## src/rtl/ahb_ssram_bridge_if.sv

```systemverilog
// AHB-Lite bus bundle between a master (or interconnect) and the SSRAM bridge.
// Carries address/control, write data, bus-level hready and the slave response.
// Modports: master drives the request side, slave drives hreadyout/hresp/hrdata.
interface ahb_ssram_bridge_if;
  logic        hsel;
  logic [31:0] haddr;
  logic [1:0]  htrans;
  logic        hwrite;
  logic [2:0]  hsize;
  logic [31:0] hwdata;
  logic        hready;
  logic        hreadyout;
  logic        hresp;
  logic [31:0] hrdata;

  modport master (
    output hsel, haddr, htrans, hwrite, hsize, hwdata, hready,
    input  hreadyout, hresp, hrdata
  );

  modport slave (
    input  hsel, haddr, htrans, hwrite, hsize, hwdata, hready,
    output hreadyout, hresp, hrdata
  );
endinterface

```

## src/rtl/ahb_ssram_bridge.sv

```systemverilog
// AHB-Lite slave to single-port 32-bit write-first sync SRAM bridge.
// Latency: reads return data the cycle after the address phase (one wait state
// when queued behind a write); writes commit at the edge ending the data phase;
// subword writes are read-modify-write; illegal transfers get a 2-cycle ERROR.
// Ports: clk, rst (async, active-high), ahb (slave modport of the AHB bundle),
// ram_en/ram_we/ram_addr/ram_din towards the RAM, ram_dout back from it.
module ahb_ssram_bridge #(
  parameter int ADDR_WIDTH = 10
) (
  input  logic                  clk,
  input  logic                  rst,
  ahb_ssram_bridge_if.slave     ahb,
  output logic                  ram_en,
  output logic                  ram_we,
  output logic [ADDR_WIDTH-1:0] ram_addr,
  output logic [31:0]           ram_din,
  input  logic [31:0]           ram_dout
);

  typedef enum logic [2:0] {
    S_IDLE  = 3'd0,
    S_RD    = 3'd1,
    S_WR    = 3'd2,
    S_STALL = 3'd3,
    S_ERR1  = 3'd4,
    S_ERR2  = 3'd5
  } state_t;

  state_t                state, state_nxt;

  // Data-phase registers captured on an accepted transfer
  logic [ADDR_WIDTH-1:0] addr_q;
  logic [1:0]            lane_q;
  logic [1:0]            size_q;
  logic                  write_q;

  logic                  ready_int;
  logic                  accept;
  logic                  legal;
  logic                  need_port;
  logic [ADDR_WIDTH-1:0] haddr_word;
  logic [3:0]            be;
  logic [31:0]           merged;

  // Upper address bits alias; htrans[0] only distinguishes NONSEQ from SEQ
  logic                  unused_bits;
  assign unused_bits = ^{ahb.haddr[31:ADDR_WIDTH+2], ahb.htrans[0]};

  assign haddr_word = ahb.haddr[ADDR_WIDTH+1:2];
  assign ready_int  = (state != S_STALL) && (state != S_ERR1);
  assign accept     = ahb.hsel && ahb.hready && ahb.htrans[1] && ready_int;

  assign legal = (ahb.hsize <= 3'd2)
              && !((ahb.hsize == 3'd1) && ahb.haddr[0])
              && !((ahb.hsize == 3'd2) && (ahb.haddr[1:0] != 2'b00));

  // Reads and subword writes (pre-read) use the RAM port in the address phase
  assign need_port = legal && (!ahb.hwrite || (ahb.hsize != 3'd2));

  // Little-endian lane enables for the pending write
  always_comb begin
    be = 4'b0000;
    case (size_q)
      2'd0:    be = 4'b0001 << lane_q;
      2'd1:    be = lane_q[1] ? 4'b1100 : 4'b0011;
      default: be = 4'b1111;
    endcase
  end

  always_comb begin
    merged = ram_dout;
    for (int i = 0; i < 4; i++) begin
      if (be[i]) merged[8*i +: 8] = ahb.hwdata[8*i +: 8];
    end
  end

  // State register and data-phase capture
  always_ff @(posedge clk or posedge rst) begin
    if (rst) begin
      state   <= S_IDLE;
      addr_q  <= '0;
      lane_q  <= 2'b00;
      size_q  <= 2'b00;
      write_q <= 1'b0;
    end else begin
      state <= state_nxt;
      if (accept) begin
        addr_q  <= haddr_word;
        lane_q  <= ahb.haddr[1:0];
        size_q  <= ahb.hsize[1:0];
        write_q <= ahb.hwrite;
      end
    end
  end

  // Next-state logic
  always_comb begin
    state_nxt = state;
    case (state)
      S_STALL: state_nxt = write_q ? S_WR : S_RD;
      S_ERR1:  state_nxt = S_ERR2;
      default: begin
        if (accept) begin
          if (!legal)
            state_nxt = S_ERR1;
          else if ((state == S_WR) && need_port)
            state_nxt = S_STALL;      // port is busy with the current write
          else
            state_nxt = ahb.hwrite ? S_WR : S_RD;
        end else begin
          state_nxt = S_IDLE;
        end
      end
    endcase
  end

  // Output logic
  always_comb begin
    ahb.hreadyout = ready_int;
    ahb.hresp     = (state == S_ERR1) || (state == S_ERR2);
    ahb.hrdata    = (state == S_RD) ? ram_dout : 32'h0;
    ram_en        = 1'b0;
    ram_we        = 1'b0;
    ram_addr      = '0;
    ram_din       = 32'h0;
    if (!rst) begin
      case (state)
        S_WR: begin
          ram_en   = 1'b1;
          ram_we   = 1'b1;
          ram_addr = addr_q;
          ram_din  = merged;
        end
        S_STALL: begin
          ram_en   = 1'b1;
          ram_addr = addr_q;
        end
        default: begin
          // Address-phase read straight from the bus when the port is free
          if (accept && need_port) begin
            ram_en   = 1'b1;
            ram_addr = haddr_word;
          end
        end
      endcase
    end
  end

endmodule
```

## src/flat_wrapper.sv

```systemverilog
// flat-port wrapper written by rule: the top's interface ports become plain ports
module ahb_ssram_bridge_flat 
#(
  parameter int ADDR_WIDTH = 10
)
  (clk, rst, ram_en, ram_we, ram_addr, ram_din, ram_dout, ahb_hsel, ahb_haddr, ahb_htrans, ahb_hwrite, ahb_hsize, ahb_hwdata, ahb_hready, ahb_hreadyout, ahb_hresp, ahb_hrdata);
  ahb_ssram_bridge_if ahb_i ();
  input  logic clk;
  input  logic rst;
  output logic ram_en;
  output logic ram_we;
  output logic [ADDR_WIDTH-1:0] ram_addr;
  output logic [31:0] ram_din;
  input  logic [31:0] ram_dout;
  input wire logic [$bits(ahb_i.hsel)-1:0] ahb_hsel;
  input wire logic [$bits(ahb_i.haddr)-1:0] ahb_haddr;
  input wire logic [$bits(ahb_i.htrans)-1:0] ahb_htrans;
  input wire logic [$bits(ahb_i.hwrite)-1:0] ahb_hwrite;
  input wire logic [$bits(ahb_i.hsize)-1:0] ahb_hsize;
  input wire logic [$bits(ahb_i.hwdata)-1:0] ahb_hwdata;
  input wire logic [$bits(ahb_i.hready)-1:0] ahb_hready;
  output wire logic [$bits(ahb_i.hreadyout)-1:0] ahb_hreadyout;
  output wire logic [$bits(ahb_i.hresp)-1:0] ahb_hresp;
  output wire logic [$bits(ahb_i.hrdata)-1:0] ahb_hrdata;
  assign ahb_i.hsel = ahb_hsel;
  assign ahb_i.haddr = ahb_haddr;
  assign ahb_i.htrans = ahb_htrans;
  assign ahb_i.hwrite = ahb_hwrite;
  assign ahb_i.hsize = ahb_hsize;
  assign ahb_i.hwdata = ahb_hwdata;
  assign ahb_i.hready = ahb_hready;
  assign ahb_hreadyout = ahb_i.hreadyout;
  assign ahb_hresp = ahb_i.hresp;
  assign ahb_hrdata = ahb_i.hrdata;
  ahb_ssram_bridge #(.ADDR_WIDTH(ADDR_WIDTH)) u_core (.clk(clk), .rst(rst), .ahb(ahb_i), .ram_en(ram_en), .ram_we(ram_we), .ram_addr(ram_addr), .ram_din(ram_din), .ram_dout(ram_dout));
endmodule
```

## config.mk

```make
export PLATFORM = sky130hd
export DESIGN_NAME = ahb_ssram_bridge_flat
export DESIGN_NICKNAME = d
export VERILOG_FILES = /design/src/rtl/ahb_ssram_bridge_if.sv /design/src/rtl/ahb_ssram_bridge.sv /design/src/flat_wrapper.sv
export SDC_FILE = /design/constraint.sdc
export NUM_CORES = 1
export LEC_CHECK = 0
export ABC_AREA = 1
export CAP_MARGIN = 20
export CORE_MARGIN = 2
export CORE_UTILIZATION = 31
export CTS_CLUSTER_DIAMETER = 200
export DETAILED_ROUTE_END_ITERATION = 8
export PLACE_DENSITY = 0.87
export SYNTH_ARGS = -nofsm -noshare
export SYNTH_HDL_FRONTEND = slang
export SYNTH_SLANG_ARGS = --single-unit
```

## constraint.sdc

```tcl
create_clock -name clk -period 2.1 [get_ports clk]
set_input_delay 0.42 -clock clk [delete_from_list [all_inputs] [get_ports clk]]
set_output_delay 0.42 -clock clk [all_outputs]
set_load 0.005 [all_outputs]
```

**Word level (Yosys, flattened, before mapping)**

Index checks and enable logic that the tools add are counted.

- Order comparisons: 1
- Eq/ne operators: 11
- Shifts and indexed selects: 1
- Muxes and demuxes: 23
- Reductions and logical operators: 19

Operators with widths:

| operator | count |
|---|---|
| two-way mux 32 bit | 3 |
| two-way mux 8 bit | 4 |
| two-way mux 10 bit | 3 |
| logical AND 1 bit | 11 |
| equality test 3 x 2 -> 1 bit, second input constant | 3 |
| two-way mux 3 bit | 3 |
| one-hot mux 4 bit (2 select lines) | 1 |
| equality test 3 x 1 -> 1 bit, second input constant | 2 |
| equality test 3 bit, second input constant | 2 |
| inequality test 3 x 2 -> 1 bit, second input constant | 2 |
| one-hot mux 3 bit (2 select lines) | 1 |
| two-way mux 1 bit | 5 |
| two-way mux 2 bit | 2 |
| two-way mux 4 bit | 1 |
| << shifter 1 x 2 -> 4 bit, first input constant | 1 |
| <= comparator 3 x 2 -> 1 bit, second input constant | 1 |
| zero test 1 bit | 3 |
| inequality test 3 bit, second input constant | 1 |
| equality test 2 x 1 -> 1 bit, second input constant | 1 |
| zero test 2 bit | 1 |
| logical OR 1 bit | 2 |
| nonzero test 2 bit | 1 |
| OR reduction 2 bit | 1 |

- Flip-flop bits (word level): 18
- Output and inout bits: 78

**Depth between registers and ports, before layout**

Gate-level depths: netlist (run 1).

- Depth in word-level cells: 11
- Depth in mapped cells: 8

**Worst setup path after synthesis (run 1)**

OpenSTA, ideal clock, no wires.

- Path kind: register to output
- From: reg u_core.state[2]
- To: out ram_din[10]
- Arrival: 1387 ps
- Data required time: 1680 ps
- Path slack: 293 ps
- Stages on the path, launching flop included: 8
- Cells stage by stage: dfrtp_1 nor2_4 inv_2 or2_1 or2_1 buf_2 buf_6 nor3_2

- Word-level cells in the longest chain between the ends: 3

Ends and longest elaborated chain:

| item | line | RTL |
|---|---|---|
| start: declaration | ahb_ssram_bridge.sv:29 | `state_t state, state_nxt;` |
| start signal: assignment | ahb_ssram_bridge.sv:86 | `state <= state_nxt;` |
| equality test 3 x 2 -> 1 bit | ahb_ssram_bridge.sv:127 | `case (state)` |
| two-way mux 32 bit | ahb_ssram_bridge.sv:127 |  |
| two-way mux 32 bit | ahb_ssram_bridge.sv:126 | `if (!rst) begin` |
| end: declaration | flat_wrapper.sv:13 | `output logic [31:0] ram_din;` |

Every way passes these cells.

**Worst setup path in the final report (run 1)**

- From: reg u_core.state[2]
- To: out ram_din[27]

Same word-level chain as after synthesis.

==> metrics, run 1 <==
post-route ant nets 0; worst hold path class register to register; CP max FO 6; die span in x 82.7 um; floorplan row count 28; Starting Density 32.3%; total design power 2.73 mW; CTS Buf Count 3; Die Y 82.7 um; antenna violations before repair 0; TritonCTS clock tree yes; Synth Warn # 0; gr ovfl total 0; DR vias 2951; Combinational Power Share 68.8%; Reg clk slew, reported paths 0.07 ns; violated checks setup timing; Slew Limit Fails 0; Final Hold Viols 0; vias in the first global route 2711; data arrival time of the worst path 1.89 ns; Starting DRT DRC Count 60; # setup viols final 49; CP Launch Type register; DP Area 3800 sq um; largest buffer count on any clock path 2; Clk pwr share 10.3%; worst skew pair latency 0.25 ns; hold_sp u_core.addr_q[8]$_DFFE_PP0N_; Final Skew 0.00320 ns; Setup Crit Path Kind register to primary output; CTS root buf clkbuf_8; All-Layer GR Usage 23.4%; Slew Limit Headroom 56.1%; Nets 646; Residual DRC 0; Mapped Avg Cell Area 5.82 sq um; final WL 9110 um; Fmax 432 MHz; synthesized area 1920 sq um; Area Overhead vs Synth 113%; Tightest Pin Transition 0.658 ns; Max VDD drop 0.373 mV; commonest non-fill, non-tap cell in the layout nor2_1; power density over the cells 667 nW/um^2; Crit. End Element primary output; final core utilization 68.8%; unrepaired setup endpoints after global routing yes; Sink Count 18; library cells used by synthesis 19; cell internal pwr 1.44 mW; global-route wire length before repair 12400 um; WP data required 1.68 ns; Synth Net Count 436; io pins 184; DP Worst Slack -0.516 ns; reg2reg start u_core.state[2]$_DFF_PP0_; wire length per cell 14.8 um; core footprint 5960 sq um; diode count 0; flops & latches, synth 18; Pleak 2.19 nW; Seq/Total Area, Yosys 23.4%; H-tree levels 1; Post-Synthesis Cells 330; commonest cells after routing, fill and taps aside nor2_1, clkdlybuf4s50_1, buf_2; TritonRoute pass-1 iters 5; Critical Path Source u_core.state[2]$_DFF_PP0_; MaxCap Viol Count 0; design area 4100 sq um; PortBufs 162; pin count of the biggest net entering global routing 22; sequential fraction of design power 20.9%; fin crit period 2.31 ns; Die ar. 6850 sq um; Final GP Congestion 0.867; post-DP HPWL 6080 um; status complete, but fails checks; period utilization 110%; switching power total 1.29 mW; Final Worst Setup Slack -0.213 ns; Sw Ratio 47.2%; layout cells sized above 1 39.0%; DR vias/cell 4.81
Yosys cell counts:
master / n / share of area, %
nand4_1: 11 / 3.6
nor3_1: 3 / 0.78
clkbuf_1: 10 / 2.0
nor2_4: 1 / 0.59
buf_1: 1 / 0.20
buf_2: 2 / 0.52
o21ai_0: 18 / 4.7
inv_1: 59 / 12
dfrtp_1: 18 / 23
inv_2: 2 / 0.39
o211ai_1: 1 / 0.39
o22ai_1: 1 / 0.33
nand2_1: 39 / 7.6
buf_6: 3 / 1.8
or2_1: 2 / 0.65
nand3_1: 5 / 1.3
nor3_2: 29 / 15
a21oi_1: 12 / 3.1
nor2_1: 113 / 22
layer usage:
metal  vias up  track usage [%]  share of wire, %
met1      1352             23.6                35
li1       1436                -                 -
met2       144             47.4                55
met5         -                0                 0
met3        19             4.13               7.9
met4         0             7.54               2.0
kinds of logic after synthesis:
| group | Yosys count | share of synthesized area [%] |
|---|---|---|
| AND/OR/NAND/NOR | 203 | 51.7 |
| flip-flops | 18 | 23.4 |
| buffers and inverters | 77 | 16.3 |
| AO/OA/AOI/OAI | 32 | 8.53 |
what timing repair did:
action                                  CTS  global route
endpoints found under the setup margin   76            88
gates cloned                              5             3
gates resized for setup                 257           127
setup buffers                            14            11
hold buffers                              0             0
pin swaps                                10            20
flip-flops by register name, summed over array words and instances, names as in the netlist:
| name | flops |
|---|---|
| u_core.size_q | 2 |
| u_core.state | 3 |
| u_core.write_q | 1 |
| u_core.addr_q | 10 |
| u_core.lane_q | 2 |
final timing paths:
check	endpoint	slack, ns	depth (start not counted)
max	ram_din[27]	-0.21	8
min	u_core.addr_q[8]$_DFFE_PP0N_	0.50	2
max reg2reg	u_core.addr_q[0]$_DFFE_PP0N_	0.15	12
min reg2reg	u_core.addr_q[8]$_DFFE_PP0N_	0.50	2
max in group asynchronous	u_core.size_q[0]$_DFFE_PP0N_	0.86	3
min in group asynchronous	u_core.write_q$_DFFE_PP0N_	0.82	3
area by class of cell:
cell class | instances | area [sq um]
multi-input combinational | 235 | 1390
timing repair inverter | 1 | 7.51
timing repair buffer | 220 | 1870
fill | 484 | 1860
clock buffer | 4 | 55.1
inverter | 61 | 235
tap | 75 | 93.8
sequential | 18 | 450
critical path, cell delays in order (launching register included):
cell     delay (ns)
dfrtp_1        0.42
nor2_4         0.14
inv_2          0.04
or2_1          0.22
or2_4          0.28
buf_16         0.16
buf_6          0.12
nor3_4         0.12
buf_2          0.14
stage by stage:
step / setup TNS [ns] / hold slack [ns] / std cells
after floorplan: 0 / 0.453 / 330
after global placement: -15.98 / 0.470 / 579
after detailed placement: -16.62 / 0.481 / 579
after CTS: -4.82 / 0.498 / 602
after global routing: -8.99 / 0.511 / 614
final: -5.80 / 0.500 / 614
power by group through the flow:
stage,Sequential [mW],Clock (mW),Combinational [mW]
final,0.572,0.282,1.88
after global routing,0.583,0.297,2.06
after CTS,0.567,0.283,1.65
after detailed placement,0.566,0,1.58
after global placement,0.563,0,1.52
after floorplan,0.553,0,0.794
Power figures use the tool's default switching activity.
==> run 2: changes to the inputs <==
--- a/config.mk
+++ b/config.mk
@@ -9,7 +9,7 @@
 export CAP_MARGIN = 20
 export CORE_MARGIN = 2
 export CORE_UTILIZATION = 31
-export CTS_CLUSTER_DIAMETER = 200
+export CTS_CLUSTER_DIAMETER = 50
 export DETAILED_ROUTE_END_ITERATION = 8
 export PLACE_DENSITY = 0.87
 export SYNTH_ARGS = -nofsm -noshare
==> results of run 2 <==
The final DEF is identical to that of run 1; final timing and power are the same.
